--- src/rtl/entropy_harvester_pkg.sv ---
// entropy_harvester_pkg: shared FSM state type, default timing/health constants and byte width.
package entropy_harvester_pkg;
    typedef enum logic [1:0] {IDLE, EXCITE, SETTLE, SAMPLE} state_t;
    localparam int DEF_EXCITE_CYCLES = 2;
    localparam int DEF_SETTLE_CYCLES = 3;
    localparam int DEF_REP_LIMIT     = 32;
    localparam int BYTE_W            = 8;
endpackage

--- src/rtl/entropy_harvester_if.sv ---
// entropy_harvester_if: valid/ready byte stream from the harvester to its consumer.
interface entropy_harvester_if;
    import entropy_harvester_pkg::*;
    logic [BYTE_W-1:0] rnd_byte;
    logic              rnd_valid;
    logic              rnd_ready;
    modport master (output rnd_byte, output rnd_valid, input rnd_ready);
    modport slave  (input rnd_byte, input rnd_valid, output rnd_ready);
endinterface

--- src/rtl/entropy_harvester_vn_debias.sv ---
// vn_debias: von Neumann pairing; 01 -> 0, 10 -> 1, equal pairs dropped.
module vn_debias (
    input  logic clk,
    input  logic rst,
    input  logic clear,
    input  logic in_valid,
    input  logic in_bit,
    output logic out_valid,
    output logic out_bit
);
    logic have, first;

    // the completing sample still emits in the cycle the pair is cleared
    assign out_valid = in_valid && have && (first != in_bit);
    assign out_bit   = first;

    always_ff @(posedge clk) begin
        if (rst || clear) begin
            have  <= 1'b0;
            first <= 1'b0;
        end else if (in_valid) begin
            have  <= !have;
            first <= in_bit;
        end
    end
endmodule

--- src/rtl/entropy_harvester.sv ---
// entropy_harvester: drives a random-latch cell through excite/settle/sample cycles,
// debiases the samples, packs them into bytes and monitors repetition health.
module entropy_harvester
    import entropy_harvester_pkg::*;
#(
    parameter int EXCITE_CYCLES = DEF_EXCITE_CYCLES,
    parameter int SETTLE_CYCLES = DEF_SETTLE_CYCLES,
    parameter int REP_LIMIT     = DEF_REP_LIMIT
) (
    input  logic clk,
    input  logic rst,
    input  logic enable,
    input  logic raw_bit,
    output logic gen_g,
    output logic health_fail,
    entropy_harvester_if.master rnd
);
    localparam int CNT_W = $clog2((EXCITE_CYCLES > SETTLE_CYCLES ? EXCITE_CYCLES : SETTLE_CYCLES) + 1);
    localparam int REP_W = $clog2(REP_LIMIT + 1);

    state_t            state;
    logic [CNT_W-1:0]  cnt;
    logic              sync1, sync2, prev;
    logic [REP_W-1:0]  rep, rep_next;
    logic [BYTE_W-1:0] pack, pack_next;
    logic [2:0]        bit_cnt;
    logic              pack_full;
    logic              sampling, fail_now, emit, vn_bit, byte_done, can_xfer, go, vn_clear;

    assign sampling  = state == SAMPLE;
    assign rep_next  = (sync2 == prev) ? rep + 1'b1 : REP_W'(1);
    assign fail_now  = sampling && rep_next >= REP_W'(REP_LIMIT);
    assign byte_done = emit && bit_cnt == 3'd7;
    assign can_xfer  = !rnd.rnd_valid || rnd.rnd_ready;
    // an 8th bit that cannot reach the output buffer parks the FSM in IDLE
    assign go        = enable && !health_fail && !pack_full && !fail_now && !(byte_done && !can_xfer);
    assign vn_clear  = sampling && !go;

    always_comb begin
        pack_next          = pack;
        pack_next[bit_cnt] = vn_bit;
    end

    vn_debias u_vn (
        .clk(clk),
        .rst(rst),
        .clear(vn_clear),
        .in_valid(sampling),
        .in_bit(sync2),
        .out_valid(emit),
        .out_bit(vn_bit)
    );

    always_ff @(posedge clk) begin
        if (rst) begin
            state <= IDLE;
            cnt   <= '0;
            gen_g <= 1'b1;
            sync1 <= 1'b0;
            sync2 <= 1'b0;
        end else begin
            sync1 <= raw_bit;
            sync2 <= sync1;
            case (state)
                IDLE: if (go) begin
                    state <= EXCITE;
                    cnt   <= CNT_W'(EXCITE_CYCLES - 1);
                    gen_g <= 1'b0;
                end
                EXCITE: if (cnt == '0) begin
                    state <= SETTLE;
                    cnt   <= CNT_W'(SETTLE_CYCLES - 1);
                    gen_g <= 1'b1;
                end else cnt <= cnt - 1'b1;
                SETTLE: if (cnt == '0) state <= SAMPLE;
                        else cnt <= cnt - 1'b1;
                SAMPLE: begin
                    state <= go ? EXCITE : IDLE;
                    cnt   <= CNT_W'(EXCITE_CYCLES - 1);
                    gen_g <= !go;
                end
                default: state <= IDLE;
            endcase
        end
    end

    always_ff @(posedge clk) begin
        if (rst) begin
            prev          <= 1'b0;
            rep           <= '0;
            health_fail   <= 1'b0;
            pack          <= '0;
            bit_cnt       <= '0;
            pack_full     <= 1'b0;
            rnd.rnd_byte  <= '0;
            rnd.rnd_valid <= 1'b0;
        end else begin
            if (sampling) begin
                prev <= sync2;
                rep  <= rep_next;
            end
            if (fail_now) health_fail <= 1'b1;
            if (rnd.rnd_valid && rnd.rnd_ready) rnd.rnd_valid <= 1'b0;
            if (fail_now) begin
                pack      <= '0;
                bit_cnt   <= '0;
                pack_full <= 1'b0;
            end else if (pack_full && can_xfer) begin
                rnd.rnd_byte  <= pack;
                rnd.rnd_valid <= 1'b1;
                pack_full     <= 1'b0;
            end else if (emit) begin
                pack    <= pack_next;
                bit_cnt <= bit_cnt + 1'b1;
                if (byte_done && can_xfer) begin
                    rnd.rnd_byte  <= pack_next;
                    rnd.rnd_valid <= 1'b1;
                end else if (byte_done) pack_full <= 1'b1;
            end
        end
    end
endmodule

--- src/flat_wrapper.sv ---
// flat-port wrapper written by rule: the top's interface ports become plain ports
module entropy_harvester_flat import entropy_harvester_pkg::*;
#(
    parameter int EXCITE_CYCLES = DEF_EXCITE_CYCLES,
    parameter int SETTLE_CYCLES = DEF_SETTLE_CYCLES,
    parameter int REP_LIMIT     = DEF_REP_LIMIT
)
  (clk, rst, enable, raw_bit, gen_g, health_fail, rnd_rnd_byte, rnd_rnd_valid, rnd_rnd_ready);
  entropy_harvester_if rnd_i ();
  input  logic clk;
  input  logic rst;
  input  logic enable;
  input  logic raw_bit;
  output logic gen_g;
  output logic health_fail;
  output wire logic [$bits(rnd_i.rnd_byte)-1:0] rnd_rnd_byte;
  output wire logic [$bits(rnd_i.rnd_valid)-1:0] rnd_rnd_valid;
  input wire logic [$bits(rnd_i.rnd_ready)-1:0] rnd_rnd_ready;
  assign rnd_rnd_byte = rnd_i.rnd_byte;
  assign rnd_rnd_valid = rnd_i.rnd_valid;
  assign rnd_i.rnd_ready = rnd_rnd_ready;
  entropy_harvester #(.EXCITE_CYCLES(EXCITE_CYCLES), .SETTLE_CYCLES(SETTLE_CYCLES), .REP_LIMIT(REP_LIMIT)) u_core (.clk(clk), .rst(rst), .enable(enable), .raw_bit(raw_bit), .gen_g(gen_g), .health_fail(health_fail), .rnd(rnd_i));
endmodule
--- config.mk ---
export PLATFORM = sky130hd
export DESIGN_NAME = entropy_harvester_flat
export DESIGN_NICKNAME = d
export VERILOG_FILES = /design/src/rtl/entropy_harvester_pkg.sv /design/src/rtl/entropy_harvester_if.sv /design/src/rtl/entropy_harvester_vn_debias.sv /design/src/rtl/entropy_harvester.sv /design/src/flat_wrapper.sv
export SDC_FILE = /design/constraint.sdc
export NUM_CORES = 1
export LEC_CHECK = 0
export CORE_MARGIN = 2
export CORE_UTILIZATION = 55
export DETAILED_ROUTE_END_ITERATION = 10
export PLACE_DENSITY = 0.76
export RECOVER_POWER = 100
export SLEW_MARGIN = 20
export SYNTH_ARGS = -nofsm -noshare
export SYNTH_HDL_FRONTEND = slang
export SYNTH_SLANG_ARGS = --single-unit
--- constraint.sdc ---
create_clock -name clk -period 3.65 [get_ports clk]
set_clock_uncertainty 0.1 [all_clocks]
set_input_delay 0.5475 -clock clk [delete_from_list [all_inputs] [get_ports clk]]
set_output_delay 0.5475 -clock clk [all_outputs]
set_load 0.05 [all_outputs]
==> out/metrics.yaml, run 1 <==
cts_max_path_buffers: 2
hold_path_depth: 1
use_met1_pct: 23.79
yosys_warnings: 0
grt_pass1_vias: 1450
async_flop_share_pct: 0
ys_types: 42
antenna_found_initial: 0
drv_slew: 0
area_growth_pct: 9.690
setup_viol: 0
p_per_area_nw_per_um2: 430.6
status: "finished clean"
clk_latency_ns: 0.36
fin_cells: 276
synth_top_family_by_area: "simple AND/OR/NAND/NOR gates"
rsz0062_at_grt: "no"
die_width_um: 63.34
synth_top_area_share_pct: 39.28
final_antenna_net_count: 0
power_mw: 0.9149
crit_arrival_ns: 2.99
dr_total_vias: 1503
synthesis.area_sq_um: 1937
cts_tree: "done"
synth.top_cells.by_area: "dfxtp_1 (39%), mux2i_1 (7.8%), ha_1 (7.1%), nor2_1 (7.0%), nand2_1 (3.9%)"
root_buffer: "clkbuf_4"
io_buffers: 15
critPathRequiredTime_ns: 3.80
die_area_sq_um: 4012
clk_pin_slew_worst_paths_ns: 0.12
relSlewSlack_pct: 21.04
detailed_place_hpwl_um: 2488
drive_above_1_share_pct: 6.957
hold_class: "reg2reg"
p_leak_nw: 0.8310
synthFlopType: "dfxtp_1"
wire_per_inst_um: 13.02
fin_tns_setup_ns: 0
wirelength_um: 3593
peakVddDrop_uv: 177.5
cp-start-kind: "flop"
maxCapViolCount: 0
grt_pass1_wl_um: 6348
gr-max-usage-layer: "met2"
end_kind: "flop"
rows: 21
crit_chain: "xnor2_1 -> or3b_1 -> nor2b_1 -> nor3_2 -> nor2_1 -> a311oi_1"
yosys.area_share.adder_pct: 7.106
cp_slowest_cell: "nor3_2"
ctsHoldBuffers: 0
gp_congestion: 0.7516
rr_worst_depth: 6
grt-ovfl-total: 0
hold_viol: 0
cts_setup_buffers: 0
antenna_cells: 0
boundaryPins: 16
die_y_um: 63.34
synthMuxAreaShare_pct: 7.752
firstDrtPassIters: 4
synth_edf_count: 0
crit_type: "reg2reg"
htreeDepth: 2
path_max_fanout: 18
grt_util_all_layers_pct: 19.99
drt_iter0_markers: 69
synth_simple_gate_area_share_pct: 23.13
grtUsageMet2_pct: 33.95
yosys.area.top_type: "dfxtp_1"
fin_util_pct: 63.17
grt.met3_usage_pct: 4.821
worstReg2RegStart: "u_core.u_vn.out_bit"
synth-compound-area-share_pct: 15.05
cp-startpoint: "u_core.u_vn.out_bit"
yosys.area_share.xor_xnor_pct: 2.713
coreArea_sq_um: 3363
drcViolationCount: 0
cts_buffers: 5
syn_nets: 231
r2r_setup_slack_ns: 0.81
fmax_mhz: 352.6
fin_nets: 245
slowest_delay_ns: 0.74
ys_ff_latch: 38
finalCritPeriodShare_pct: 77.70
synth_seq_area_share_pct: 39.28
vias_per_cell: 5.446
min_from: "u_core.sync1"
placed_cells: 268
fin_crit_ns: 2.836
whs_ns: 0.3609
worstMarginPinSlew_ns: 1.184
grt_max_degree: 28
initial_core_util_pct: 57.59
cts_sinks: 38
synthCells: 215
syn_area_per_cell_sq_um: 9.009
postCtsResizedCells: 0
[critical path: cells and delay by family, from the launching register on]
| kind | cells | cell delay, ns |
|---|---|---|
| AOI/OAI and AO/OA | 1 | 0.29 |
| xor gates and xnor gates | 1 | 0.19 |
| and+or+nand+nor | 4 | 1.42 |
| DFF | 1 | 0.73 |
[Yosys cell counts, types with 2 or more instances]
cell type,instances
dfxtp_1,38
nor2_1,36
nand2_1,20
mux2i_1,15
ha_1,11
nand3_1,11
inv_1,8
a311oi_1,7
a21oi_1,6
clkbuf_1,6
nor2b_1,6
nand4_1,4
xnor2_1,4
a211oi_2,3
and3_1,3
nand2b_1,3
o21ai_0,3
a211oi_1,2
a21o_1,2
buf_6,2
nor3_1,2
o21ai_1,2
xor2_1,2
[cells by family after synthesis]
kind of cell	after synthesis
XOR/XNOR	6
buffers and inverters	18
AND/OR/NAND/NOR	92
AO/OA/AOI/OAI	35
flip-flops	38
adder cells (fa/ha/maj)	11
multiplexers	15
[layout by cell type, fill, tap and decap left out, types with 2 or more instances in the layout]
master	n
dfxtp_1	38
nor2_1	36
nand2_1	20
mux2i_1	15
dlygate4sd3_1	12
nand3_1	11
ha_1	11
inv_1	8
nor2b_1	7
a311oi_1	7
a21oi_1	6
clkbuf_4	5
nand4_1	4
xnor2_1	4
o21ai_0	4
nand2b_1	3
a211oi_2	3
and3_1	3
clkdlybuf4s50_1	3
nor3_1	2
a21o_1	2
xor2_1	2
a211oi_1	2
clkbuf_1	2
[per-stage QoR]
step | cell area (sq um) | worst slack (ns)
after detailed placement | 2093 | 1.046
final | 2125 | 0.8140
after CTS | 2153 | 1.083
after global routing | 2125 | 0.5716
after floorplan | 1937 | 1.533
after global placement | 2093 | 1.109
[metal layers]
layer  share of wire [%]  vias to the layer above  routed length [um]
met1                  47                      703                1680
li1                    -                      770                   -
met2                  48                       23                1739
met3                 2.8                        7                 101
met4                 2.0                        0                  72
met5                   0                        -                   0
[state kept, by name (all words and copies together) (netlist names)]
name	cells
u_core.rep	6
u_core.cnt	2
u_core.state	2
u_core.sync2	1
u_core.rnd.rnd_byte	8
u_core.bit_cnt	3
u_core.gen_g	1
u_core.u_vn.have	1
u_core.u_vn.out_bit	1
u_core.pack_full	1
u_core.rnd.rnd_valid	1
u_core.health_fail	1
u_core.pack	8
u_core.sync1	1
u_core.prev	1
[cell type report]
type / instances / area (sq um)
clock buffer: 7 / 55.05
clock inverter: 1 / 5.005
fill: 322 / 1239
inverter: 8 / 30.03
multi-input combinational: 159 / 1055
sequential: 38 / 760.7
tap: 46 / 57.56
timing repair buffer: 17 / 161.4
[worst paths after layout]
path,end
max,u_core.rnd.rnd_byte[3]
min,u_core.sync2
max reg2reg,u_core.rnd.rnd_byte[3]
min reg2reg,u_core.sync2
[power breakdown]
part / internal [mW] / total (mW) / switching (mW)
Combinational: 0.0891 / 0.220 / 0.131
Sequential: 0.439 / 0.459 / 0.0200
Clock: 0.0934 / 0.236 / 0.142
Power figures use the tool's default switching activity.
==> run 2: changes to the inputs <==
- CORE_UTILIZATION: 55 -> 51
- PLACE_DENSITY: 0.76 -> 0.74
- clock period: 3.65 -> 2.3 ns (I/O delays scaled with it)
==> run 2 against run 1 <==
Via count grew 2.5%; largest cell class unchanged; die area grew 7.3%; final cell count grew 5.4%; register-to-register slack lost 0.60 ns; critical endpoint is now u_core.state[0]; global-route usage is essentially flat; critical path type unchanged.
==> out/metrics.yaml, run 2 (synthesized netlist as in run 1, its figures left out) <==
grt_util_all_layers_pct: 20.03
rows: 22
vias_per_cell: 5.292
die_y_um: 65.63
fin_tns_setup_ns: 0
cts_buffers: 5
critPathTopFamily: "compound AO/OA/AOI/OAI gates"
maxCapViolCount: 0
end_kind: "flop"
htreeDepth: 2
placed_cell_area_sq_um: 2201
p_leak_nw: 0.9098
hold_class: "reg2reg"
cp_slowest_cell: "dfxtp_1"
antenna_cells: 0
r2r_setup_slack_ns: 0.22
firstDrtPassIters: 4
wire_per_inst_um: 12.90
initial_core_util_pct: 52.91
hold_viol: 0
seqPwrFrac_pct: 46.7
critPathRequiredTime_ns: 2.38
p_int_mw: 1.065
n_fill_cell: 328
wirelength_um: 3754
final_antenna_net_count: 0
clk_latency_ns: 0.30
drcViolationCount: 0
largest_registers: "u_core.pack x8, u_core.rnd.rnd_byte x8, u_core.rep x6"
crit_chain: "ha_1 -> nand2_1 -> or3b_1 -> o21ai_1 -> nor3_1 -> a211oi_2 -> a221oi_2"
design_area_sq_um: 2275
clk_pin_slew_worst_paths_ns: 0.07
fin_util_pct: 62.13
drv_slew: 0
placed_cells: 284
fmax_mhz: 479.8
setup_viol: 0
most-common-layout-cells: "dfxtp_1 (38), nor2_1 (36), nand2_1 (20), mux2i_1 (15), buf_4 (13)"
die_area_sq_um: 4307
rsz0062_at_grt: "no"
slowest_delay_ns: 0.37
relSlewSlack_pct: 60.69
io_buffers: 15
gp_congestion: 0.8038
fin_nets: 259
path_max_fanout: 4
area_growth_pct: 17.44
finalCritPeriodShare_pct: 90.62
grt-ovfl-total: 0
dr_total_vias: 1540
fin_cells: 291
p_comb_share_pct: 25.3
ctsHoldBuffers: 0
cts_tree: "done"
drive_above_1_share_pct: 12.35
swShare_pct: 31.24
crit_arrival_ns: 2.17
drt_iter0_markers: 50
root_buffer: "clkbuf_8"
grt_pass1_vias: 1493
cts_setup_buffers: 0
cts_sinks: 38
layout_commonest_cell: "dfxtp_1"
die_width_um: 65.63
p_per_area_nw_per_um2: 680.7
cts_max_path_buffers: 2
fin_crit_ns: 2.084
peakVddDrop_uv: 396.9
antenna_found_initial: 0
power_mw: 1.548
worstMarginPinSlew_ns: 0.5896
boundaryPins: 16
path_buf_inv: 0
grt_max_degree: 18
clock_power_share_pct: 28.1
detailed_place_hpwl_um: 2747
p_sw_mw: 0.4837
cp-start-kind: "flop"
status: "finished clean"
crit_type: "reg2reg"
grt_pass1_wl_um: 6596
coreArea_sq_um: 3661
[run 2: cell types whose count changed in the layout (fill, tap and decap cells not counted), sizes merged]
cell and change:
buf +12, clkbuf +2, clkinv -1
[run 2: final timing paths]
check / from / to / cells past startpoint
setup / recovery: u_core.state[0] / u_core.state[0] / 7
hold / removal: u_core.sync1 / u_core.sync2 / 1
setup reg to reg: u_core.state[0] / u_core.state[0] / 7
hold reg to reg: u_core.sync1 / u_core.sync2 / 1
[run 2: metrics by stage]
stage | hold slack (ns) | worst slack (ns)
after floorplan | 0.3138 | 0.1834
after global placement | 0.3476 | 0.1279
after detailed placement | 0.3477 | 0.05480
after CTS | 0.3629 | 0.1246
after global routing | 0.3807 | 0.02558
final | 0.3618 | 0.2157
[run 2: layer usage]
metal,wire length [um],track usage (%),vias up
met1,1746,23.64,721
met2,1831,33.71,13
met3,88,4.623,8
li1,-,-,798
met5,0,0,-
met4,89,10.16,0
[run 2: what timing repair did]
item / in CTS / in global routing
gates resized for setup: 0 / 2
endpoints found under the setup margin: 0 / 1
endpoints found under the hold margin: 0 / 0
[run 2: area by class of cell]
type / instances / area (sq um) / share of cell area, %
Sequential cell: 38 / 760.7 / 33.44
Clock buffer: 7 / 76.32 / 3.355
Timing Repair Buffer: 31 / 259.0 / 11.39
Tap cell: 48 / 60.06 / 2.640
Multi-Input combinational cell: 159 / 1089 / 47.85
Inverter: 8 / 30.03 / 1.320
[run 2: power groups by stage]
stage                     logic [mW]  clock network, mW  registers (mW)
final                          0.391              0.435           0.723
after CTS                      0.387              0.448           0.723
after detailed placement       0.383                  0           0.739
after floorplan                0.260                  0           0.767
after global routing           0.446              0.477           0.728
after global placement         0.378                  0           0.738
